==> src/rtl/uart_rx_cfg.sv <==
// uart_rx_cfg: runtime-configurable 16x-oversampled UART receiver.
// 5-8 data bits, none/even/odd parity, 1/2 stops, valid/ready output.
module uart_rx_cfg #(
  parameter int DIV_W       = 16,
  parameter int SYNC_STAGES = 2
) (
  input  logic             clk,
  input  logic             rst,
  input  logic             rx,
  input  logic [DIV_W-1:0] baud_div,
  input  logic [1:0]       data_len,
  input  logic [1:0]       parity_mode,
  input  logic             stop2,
  output logic             m_valid,
  input  logic             m_ready,
  output logic [7:0]       m_data,
  output logic             m_perr,
  output logic             m_ferr,
  output logic             m_brk,
  output logic             start_pulse,
  output logic             overrun
);

  typedef enum logic [2:0] {
    S_IDLE,
    S_START,
    S_DATA,
    S_PARITY,
    S_STOP1,
    S_STOP2
  } state_t;

  state_t                 r_state;
  state_t                 w_next;
  logic [SYNC_STAGES-1:0] r_sync;
  logic [DIV_W-1:0]       r_tcnt;
  logic [3:0]             r_sc;
  logic [2:0]             r_idx;
  logic                   r_s7;
  logic                   r_s8;
  logic                   r_armed;
  logic [1:0]             r_len;
  logic                   r_par_en;
  logic                   r_par_odd;
  logic                   r_stop2;
  logic [7:0]             r_shift;
  logic                   r_perr;
  logic                   r_ferr;
  logic                   r_allz;
  logic                   r_valid;
  logic [7:0]             r_data;
  logic                   r_m_perr;
  logic                   r_m_ferr;
  logic                   r_m_brk;
  logic                   r_start_pulse;
  logic                   r_overrun;

  logic w_rx;
  logic w_tick;
  logic w_s9;
  logic w_end;
  logic w_maj;
  logic w_start;
  logic w_last;
  logic w_done;
  logic w_ferr_fin;
  logic w_brk_fin;
  logic w_pexp;

  assign w_rx    = r_sync[SYNC_STAGES-1];
  assign w_tick  = (r_tcnt >= baud_div);
  assign w_s9    = w_tick && (r_sc == 4'd9);
  assign w_end   = w_tick && (r_sc == 4'd15);
  assign w_maj   = (r_s7 & r_s8) | (r_s7 & w_rx) | (r_s8 & w_rx);
  assign w_start = (r_state == S_IDLE) && r_armed && !w_rx;
  assign w_last  = (r_idx == ({1'b0, r_len} + 3'd4));
  assign w_pexp  = (^r_shift) ^ r_par_odd;

  // Completion happens on the last stop sample, not at the end of the bit.
  assign w_done = w_s9 &&
                  (((r_state == S_STOP1) && !r_stop2) ||
                   (r_state == S_STOP2));

  assign w_ferr_fin = ((r_state == S_STOP2) ? r_ferr : 1'b0) | !w_maj;
  assign w_brk_fin  = r_allz & !w_maj;

  always_ff @(posedge clk) begin
    if (rst) begin
      r_state <= S_IDLE;
    end else begin
      r_state <= w_next;
    end
  end

  always_comb begin
    w_next = r_state;
    unique case (r_state)
      S_IDLE: begin
        if (w_start) w_next = S_START;
      end
      S_START: begin
        if (w_s9 && w_maj) w_next = S_IDLE;
        else if (w_end)    w_next = S_DATA;
      end
      S_DATA: begin
        if (w_end && w_last)
          w_next = r_par_en ? S_PARITY : S_STOP1;
      end
      S_PARITY: begin
        if (w_end) w_next = S_STOP1;
      end
      S_STOP1: begin
        if (w_s9 && !r_stop2) w_next = S_IDLE;
        else if (w_end)       w_next = S_STOP2;
      end
      S_STOP2: begin
        if (w_s9) w_next = S_IDLE;
      end
      default: w_next = S_IDLE;
    endcase
  end

  always_ff @(posedge clk) begin
    if (rst) begin
      r_sync  <= '1;
      r_tcnt  <= '0;
      r_sc    <= '0;
      r_s7    <= 1'b1;
      r_s8    <= 1'b1;
      r_armed <= 1'b0;
    end else begin
      r_sync <= {r_sync[SYNC_STAGES-2:0], rx};
      if (w_start || w_tick) r_tcnt <= '0;
      else                   r_tcnt <= r_tcnt + 1'b1;
      if (w_start || (r_state == S_IDLE)) r_sc <= '0;
      else if (w_tick)                    r_sc <= r_sc + 4'd1;
      if (w_tick && (r_sc == 4'd7)) r_s7 <= w_rx;
      if (w_tick && (r_sc == 4'd8)) r_s8 <= w_rx;
      // A line held low must go high before another start is accepted.
      if (w_start)                             r_armed <= 1'b0;
      else if ((r_state == S_IDLE) && w_rx)    r_armed <= 1'b1;
    end
  end

  always_ff @(posedge clk) begin
    if (rst) begin
      r_len     <= '0;
      r_par_en  <= 1'b0;
      r_par_odd <= 1'b0;
      r_stop2   <= 1'b0;
      r_shift   <= '0;
      r_idx     <= '0;
      r_perr    <= 1'b0;
      r_ferr    <= 1'b0;
      r_allz    <= 1'b0;
    end else if (w_start) begin
      r_len     <= data_len;
      r_par_en  <= (parity_mode == 2'd1) || (parity_mode == 2'd2);
      r_par_odd <= (parity_mode == 2'd2);
      r_stop2   <= stop2;
      r_shift   <= '0;
      r_idx     <= '0;
      r_perr    <= 1'b0;
      r_ferr    <= 1'b0;
      r_allz    <= 1'b1;
    end else begin
      if (w_s9) begin
        unique case (1'b1)
          (r_state == S_DATA): begin
            r_shift[r_idx] <= w_maj;
            r_allz         <= r_allz & !w_maj;
          end
          (r_state == S_PARITY): begin
            r_perr <= (w_maj != w_pexp);
            r_allz <= r_allz & !w_maj;
          end
          (r_state == S_STOP1): begin
            r_ferr <= !w_maj;
            r_allz <= r_allz & !w_maj;
          end
          (r_state == S_STOP2): begin
            r_ferr <= r_ferr | !w_maj;
            r_allz <= r_allz & !w_maj;
          end
          default: ;
        endcase
      end
      if ((r_state == S_DATA) && w_end) r_idx <= r_idx + 3'd1;
    end
  end

  always_ff @(posedge clk) begin
    if (rst) begin
      r_valid       <= 1'b0;
      r_data        <= '0;
      r_m_perr      <= 1'b0;
      r_m_ferr      <= 1'b0;
      r_m_brk       <= 1'b0;
      r_start_pulse <= 1'b0;
      r_overrun     <= 1'b0;
    end else begin
      r_start_pulse <= (r_state == S_START) && w_s9 && !w_maj;
      r_overrun     <= 1'b0;
      if (w_done) begin
        if (!r_valid || m_ready) begin
          r_valid  <= 1'b1;
          r_data   <= r_shift;
          r_m_perr <= r_perr;
          r_m_ferr <= w_ferr_fin;
          r_m_brk  <= w_brk_fin;
        end else begin
          r_overrun <= 1'b1;
        end
      end else if (r_valid && m_ready) begin
        r_valid <= 1'b0;
      end
    end
  end

  assign m_valid     = r_valid;
  assign m_data      = r_data;
  assign m_perr      = r_m_perr;
  assign m_ferr      = r_m_ferr;
  assign m_brk       = r_m_brk;
  assign start_pulse = r_start_pulse;
  assign overrun     = r_overrun;

endmodule

==> config.mk <==
export PLATFORM = sky130hd
export DESIGN_NAME = uart_rx_cfg
export DESIGN_NICKNAME = d
export VERILOG_FILES = /design/src/rtl/uart_rx_cfg.sv
export SDC_FILE = /design/constraint.sdc
export NUM_CORES = 1
export LEC_CHECK = 0
export ABC_AREA = 0
export CELL_PAD_IN_SITES_DETAIL_PLACEMENT = 1
export CELL_PAD_IN_SITES_GLOBAL_PLACEMENT = 1
export CORE_MARGIN = 5
export CORE_UTILIZATION = 30
export DETAILED_ROUTE_END_ITERATION = 12
export PLACE_DENSITY = 0.66
export REMOVE_ABC_BUFFERS = 1
export SETUP_SLACK_MARGIN = 0.4
export SLEW_MARGIN = 40
export SYNTH_ARGS = -nofsm -noshare
export SYNTH_HDL_FRONTEND = slang
export SYNTH_SLANG_ARGS = --single-unit
==> constraint.sdc <==
create_clock -name clk -period 2.1 [get_ports clk]
set_input_delay 0.315 -clock clk [delete_from_list [all_inputs] [get_ports clk]]
set_output_delay 0.315 -clock clk [all_outputs]
set_load 0.02 [all_outputs]
# [Yosys cells after proc, flatten, opt, wreduce, memory -nomap -nowiden]
# Cells that the tools add are included.
[totals] output_inout_bits=14 inputBits=25 ff_bits=61 elab_cells=126
[op_classes] n_reduce_logical=44 mux=22 n_eq_ne=20 bitwise_logic=10 order_cmp=3 add_sub_neg=4
[op_table] cell="two-way mux 3 bit" count=9
[op_table] cell="case mux 3 bit (6 select lines)" count=1
[op_table] cell="logical AND 1 bit" count=17
[op_table] cell="adder 16 x 1 -> 16 bit (second input constant)" count=1
[op_table] cell="greater-or-equal comparator 16 bit" count=1
[op_table] cell="== test 4 bit (second input constant)" count=3
[op_table] cell="AND reduction 2 bit" count=6
[op_table] cell="two-way mux 1 bit" count=9
[op_table] cell="bitwise mux 8 bit" count=1
[op_table] cell="!= test 2 bit (second input constant)" count=4
[op_table] cell="nonzero test 2 bit" count=4
[op_table] cell="OR reduction 2 bit" count=4
[op_table] cell="XOR reduction 8 bit" count=1
[op_table] cell="== test 3 x 2 -> 1 bit (second input constant)" count=2
[op_table] cell="== test 3 bit (second input constant)" count=2
[op_table] cell="AND reduction 6 bit" count=1
[op_table] cell="logical OR 1 bit" count=5
[op_table] cell="adder 4 x 1 -> 4 bit (second input constant)" count=1
[op_table] cell="bitwise AND 1 bit" count=4
[op_table] cell="== test 4 x 3 -> 1 bit (second input constant)" count=1
[op_table] cell="logical NOT 1 bit" count=4
[op_table] cell="< comparator 3 x 4 -> 1 bit (second input constant)" count=1
[op_table] cell="bitwise OR 1 bit" count=4
[op_table] cell="OR reduction 4 bit" count=1
[op_table] cell="16 further kinds" count=16

# [Logic depth before layout (Yosys ltp)]
[depth] word_depth=8 mapped_depth=10

# [Least setup slack after synthesis]
# No wires, ideal clock.
[synth_timing] kind="input-to-reg" start="input baud_div[1]" end="register r_data[1] (netlist: m_data[1])" required_ns=1.972 slack_ns=-0.038 t_arrival_ns=2.010 cell_stages=10 n_path_buf=1 path_cell_list="inv_1 ha_1 nor2b_1 o211a_1 o311ai_4 a31oi_4 nand4_2 buf_2 mux2i_1 nor2_1"
[synth_via] elab_chain_len=4
[synth_lines] element="start: declaration" line="10" source="input logic [DIV_W-1:0] baud_div,"
[synth_lines] element="greater-or-equal comparator 16 bit" line="71" source="assign w_tick = (r_tcnt >= baud_div);"
[synth_lines] element="logical AND 1 bit" line="72" source="assign w_s9 = w_tick && (r_sc == 4'd9);"
[synth_lines] element="logical AND 1 bit" line="80" source="assign w_done = w_s9 &&"
[synth_lines] element="AND reduction 2 bit (no line)"
[synth_lines] element="end signal: assignment" line="207" source="r_data <= r_shift;"
[synth_lines] element="end: declaration" line="51" source="logic [7:0] r_data;"
# Every way passes these cells.
# A chain may end at the register's enable or synchronous reset.

# [Final worst setup path]
[layout_timing] start="input baud_div[7]" end="register r_shift[3]"
[layout_via] elab_chain_len=3
[layout_lines] element="greater-or-equal comparator 16 bit" line="71"
[layout_lines] element="logical AND 1 bit" line="72"
[layout_lines] element="AND reduction 2 bit (no line)"
[layout_lines] element="end signal: indexed assignment" line="170" source="r_shift[r_idx] <= w_maj;"
[layout_lines] element="end: declaration" line="46" source="logic [7:0] r_shift;"
# Every way passes these cells.

==> flow_summary.ini <==
[synth]
yosysTopAreaCellShare = 0.381
synth-seq-cells = 61
synth_ff_type = dfxtp_1
synthArstFlopShare = 0
postSynthAreaPerCell_um2 = 9.01
syn_area_mm2 = 0.00321
synthTopCellsByArea = dfxtp_1, ha_1, mux2i_1
seq_area_frac_synth = 0.381
ys_types = 55
yosysTopAreaCell = dfxtp_1
netlist_instances = 356
synth_edf_count = 0
synth_warnings = 0

[clocking]
insertion_delay_ns = 0.34
postCtsHoldBufs = 0
root_buffer = clkbuf_8
cts_buffer_depth = 2
cts_tree = built
path_clk_slew_ns = 0.07
h-tree-depth = 3
numCtsBuffers = 9
cts_sinks = 61

[die]
rows = 37
dieArea_mm2 = 0.0129
fp.dieH_um = 113
core_region_area_mm2 = 0.0104
ios = 39
start_util = 0.309
die_w_um = 113

[layout]
nets = 487
postLayoutCoreUtil = 0.454
instances_no_fill = 581
syn2layout_area_growth_pct = 46.5
fillers = 1186
antenna_cells = 0
drive_gt1_frac = 0.326

[sta]
tns_ns = -3.47
whs_ns = 0.414
fmax_ghz = 0.440
grt_setup_unrepaired = yes
timing.final.crit_share = 1.08
report.final.slew_viol_count = 0
period_needed_ns = 2.27
maxSlewHeadroom = 0.620
fin_ws_ns = -0.175
tightest_slew_ns = 0.569
timing_hold_violations_final = 0
finalSetupViolCount = 35
clock-skew-final_ns = 0.00934

[power]
cell_internal_pwr_mw = 1.71
vdd_ir_drop_max_uv = 226
switchingPower_mw = 0.613
power_frac_clock = 0.389
power.density_mw_per_mm2 = 494
p_comb_frac = 0.104
leakagePower_nw = 1.84
seqPwrFrac = 0.507
power.share.switching = 0.264

[min_path]
whs_path_depth = 1
hold_path_class = reg2reg

[flow_run]
max_cap_violations = 0

[route]
drt_pass1_iterations = 4
vias_per_cell = 4.82
routedWlPerCell_um = 14.7
drc = 0
num_vias = 2802
antenna_left = 0
wl_mm = 8.54
initialDrtViolationCount = 35

[run_status]
outcome = finished, violations left
violations = setup timing

[placed_design]
numPortBuffers = 38
dp_hpwl_mm = 5.85
routabilityCongestion = 0.786
post-place-ws_ns = -0.809
dp_cells = 552

[setup_path]
cp.arrival_ns = 2.50
worstPathMaxFanout = 6
crit_type = in2reg
cp-start-kind = input port
critPathRequiredTime_ns = 2.32
endpoint_kind = flip-flop
r2r_cells = 9

[global_routing]
grtUsageTotal = 0.137
grt_pass1_vias = 3025
grt_max_degree = 18
antenna_found_initial = 0
grt_pass1_wl_mm = 14.3
gr-total-overflow = 0
==> layer usage <==
layer  share of wire  global-route usage
met5               0                   0
met4           0.015              0.0449
met3           0.034              0.0329
met2            0.52               0.246
met1            0.43               0.158
==> flip-flops by register name, summed over array words and instances, names as in the netlist, 2 cells and up <==
register,cells
r_sc,4
r_state,3
r_sync,2
r_shift,8
r_tcnt,16
r_len,2
r_idx,3
m_data,8
==> metrics by stage <==
| stage | cell area (µm²) | total power [mW] |
|---|---|---|
| after global placement | 3960 | 1.38 |
| after floorplan | 3160 | 1.28 |
| after CTS | 4480 | 2.33 |
| after detailed placement | 3960 | 1.38 |
| final | 4700 | 2.32 |
| after global routing | 4700 | 2.43 |
==> synthesized netlist by cell type, types with 6 or more instances <==
library cell  instances
a21oi_1              16
clkbuf_1              8
xor2_1               13
xnor2_1              15
nor2_1               46
dfxtp_1              61
nand3_1              14
inv_1                23
o21ai_0               7
nand2b_1              8
mux2i_1              24
ha_1                 22
nand2_1              28
nor2b_1               6
==> area by class of cell <==
cell class | count | area (µm²) | share of cell area
clock buffer | 11 | 131 | 0.0279
clock inverter | 5 | 27.5 | 0.00585
sequential | 61 | 1230 | 0.261
timing repair buffer | 84 | 758 | 0.161
tap | 136 | 170 | 0.0362
inverter | 23 | 86.3 | 0.0184
multi-input combinational | 261 | 2300 | 0.489
==> placed cells by master (no fill, tap or decap), types with 3 or more instances in the layout <==
master and count:
dfxtp_1 58, nand4_1 4, or2_2 4, a21oi_2 6, a21oi_1 10, xnor2_1 14, clkinv_2 4, clkbuf_8 9
nor2_1 31, nor2_4 13, nor2_2 3, a31oi_4 4, ha_1 11, clkdlybuf4s50_1 28, buf_4 37, nand2_2 3
mux2i_1 23, xor2_1 13, and2_1 3, nand2b_1 8, ha_4 11, nand3_1 12, nand2_1 23, inv_2 9
nand4b_1 3, nor3b_2 3, buf_6 6, inv_1 14, nor2b_1 3, o21ai_0 3, dlygate4sd2_1 10
==> critical path, stage by stage <==
cell and delay, ns:
clkdlybuf4s50_1 0.46, inv_1 0.06, ha_4 0.26, nand2_2 0.08, o21ai_2 0.18, a2bb2oi_2 0.10
a31oi_4 0.32, nand3b_1 0.25, buf_4 0.21, o211ai_1 0.16, o31ai_1 0.09
==> timing repair <==
item                       in CTS  in global routing
pin swaps                      26                 14
setup endpoints to repair      53                 53
cloned                          1                  0
buffers inserted                8                  4
resized for setup              80                 40
==> cells by family (layout without fill, tap and decap cells) <==
family	Yosys count	after routing	share of synthesized area
buf+inv	34	123	0.0417
compound gates	46	46	0.101
xor+xnor	28	28	0.0764
fa+ha+maj	23	23	0.0889
flops	61	61	0.381
simple gates	140	140	0.237
mux	24	24	0.0749
==> power by group through the flow <==
stage	registers [mW]	clock network (mW)	logic, mW
finish	1.18	0.903	0.242
floorplan	1.20	0	0.0773
CTS	1.18	0.936	0.210
global route	1.18	0.987	0.263
global placement	1.20	0	0.172
detailed placement	1.20	0	0.178
==> worst paths after layout <==
check                            startpoint         end  slack (ns)
worst max-delay path            baud_div[7]  r_shift[3]       -0.17
worst min-delay path              r_sync[0]   r_sync[1]        0.41
worst max register to register   r_tcnt[14]  r_shift[3]       -0.17
worst min register to register    r_sync[0]   r_sync[1]        0.41
Note: power is estimated with default switching activity, not from simulation.
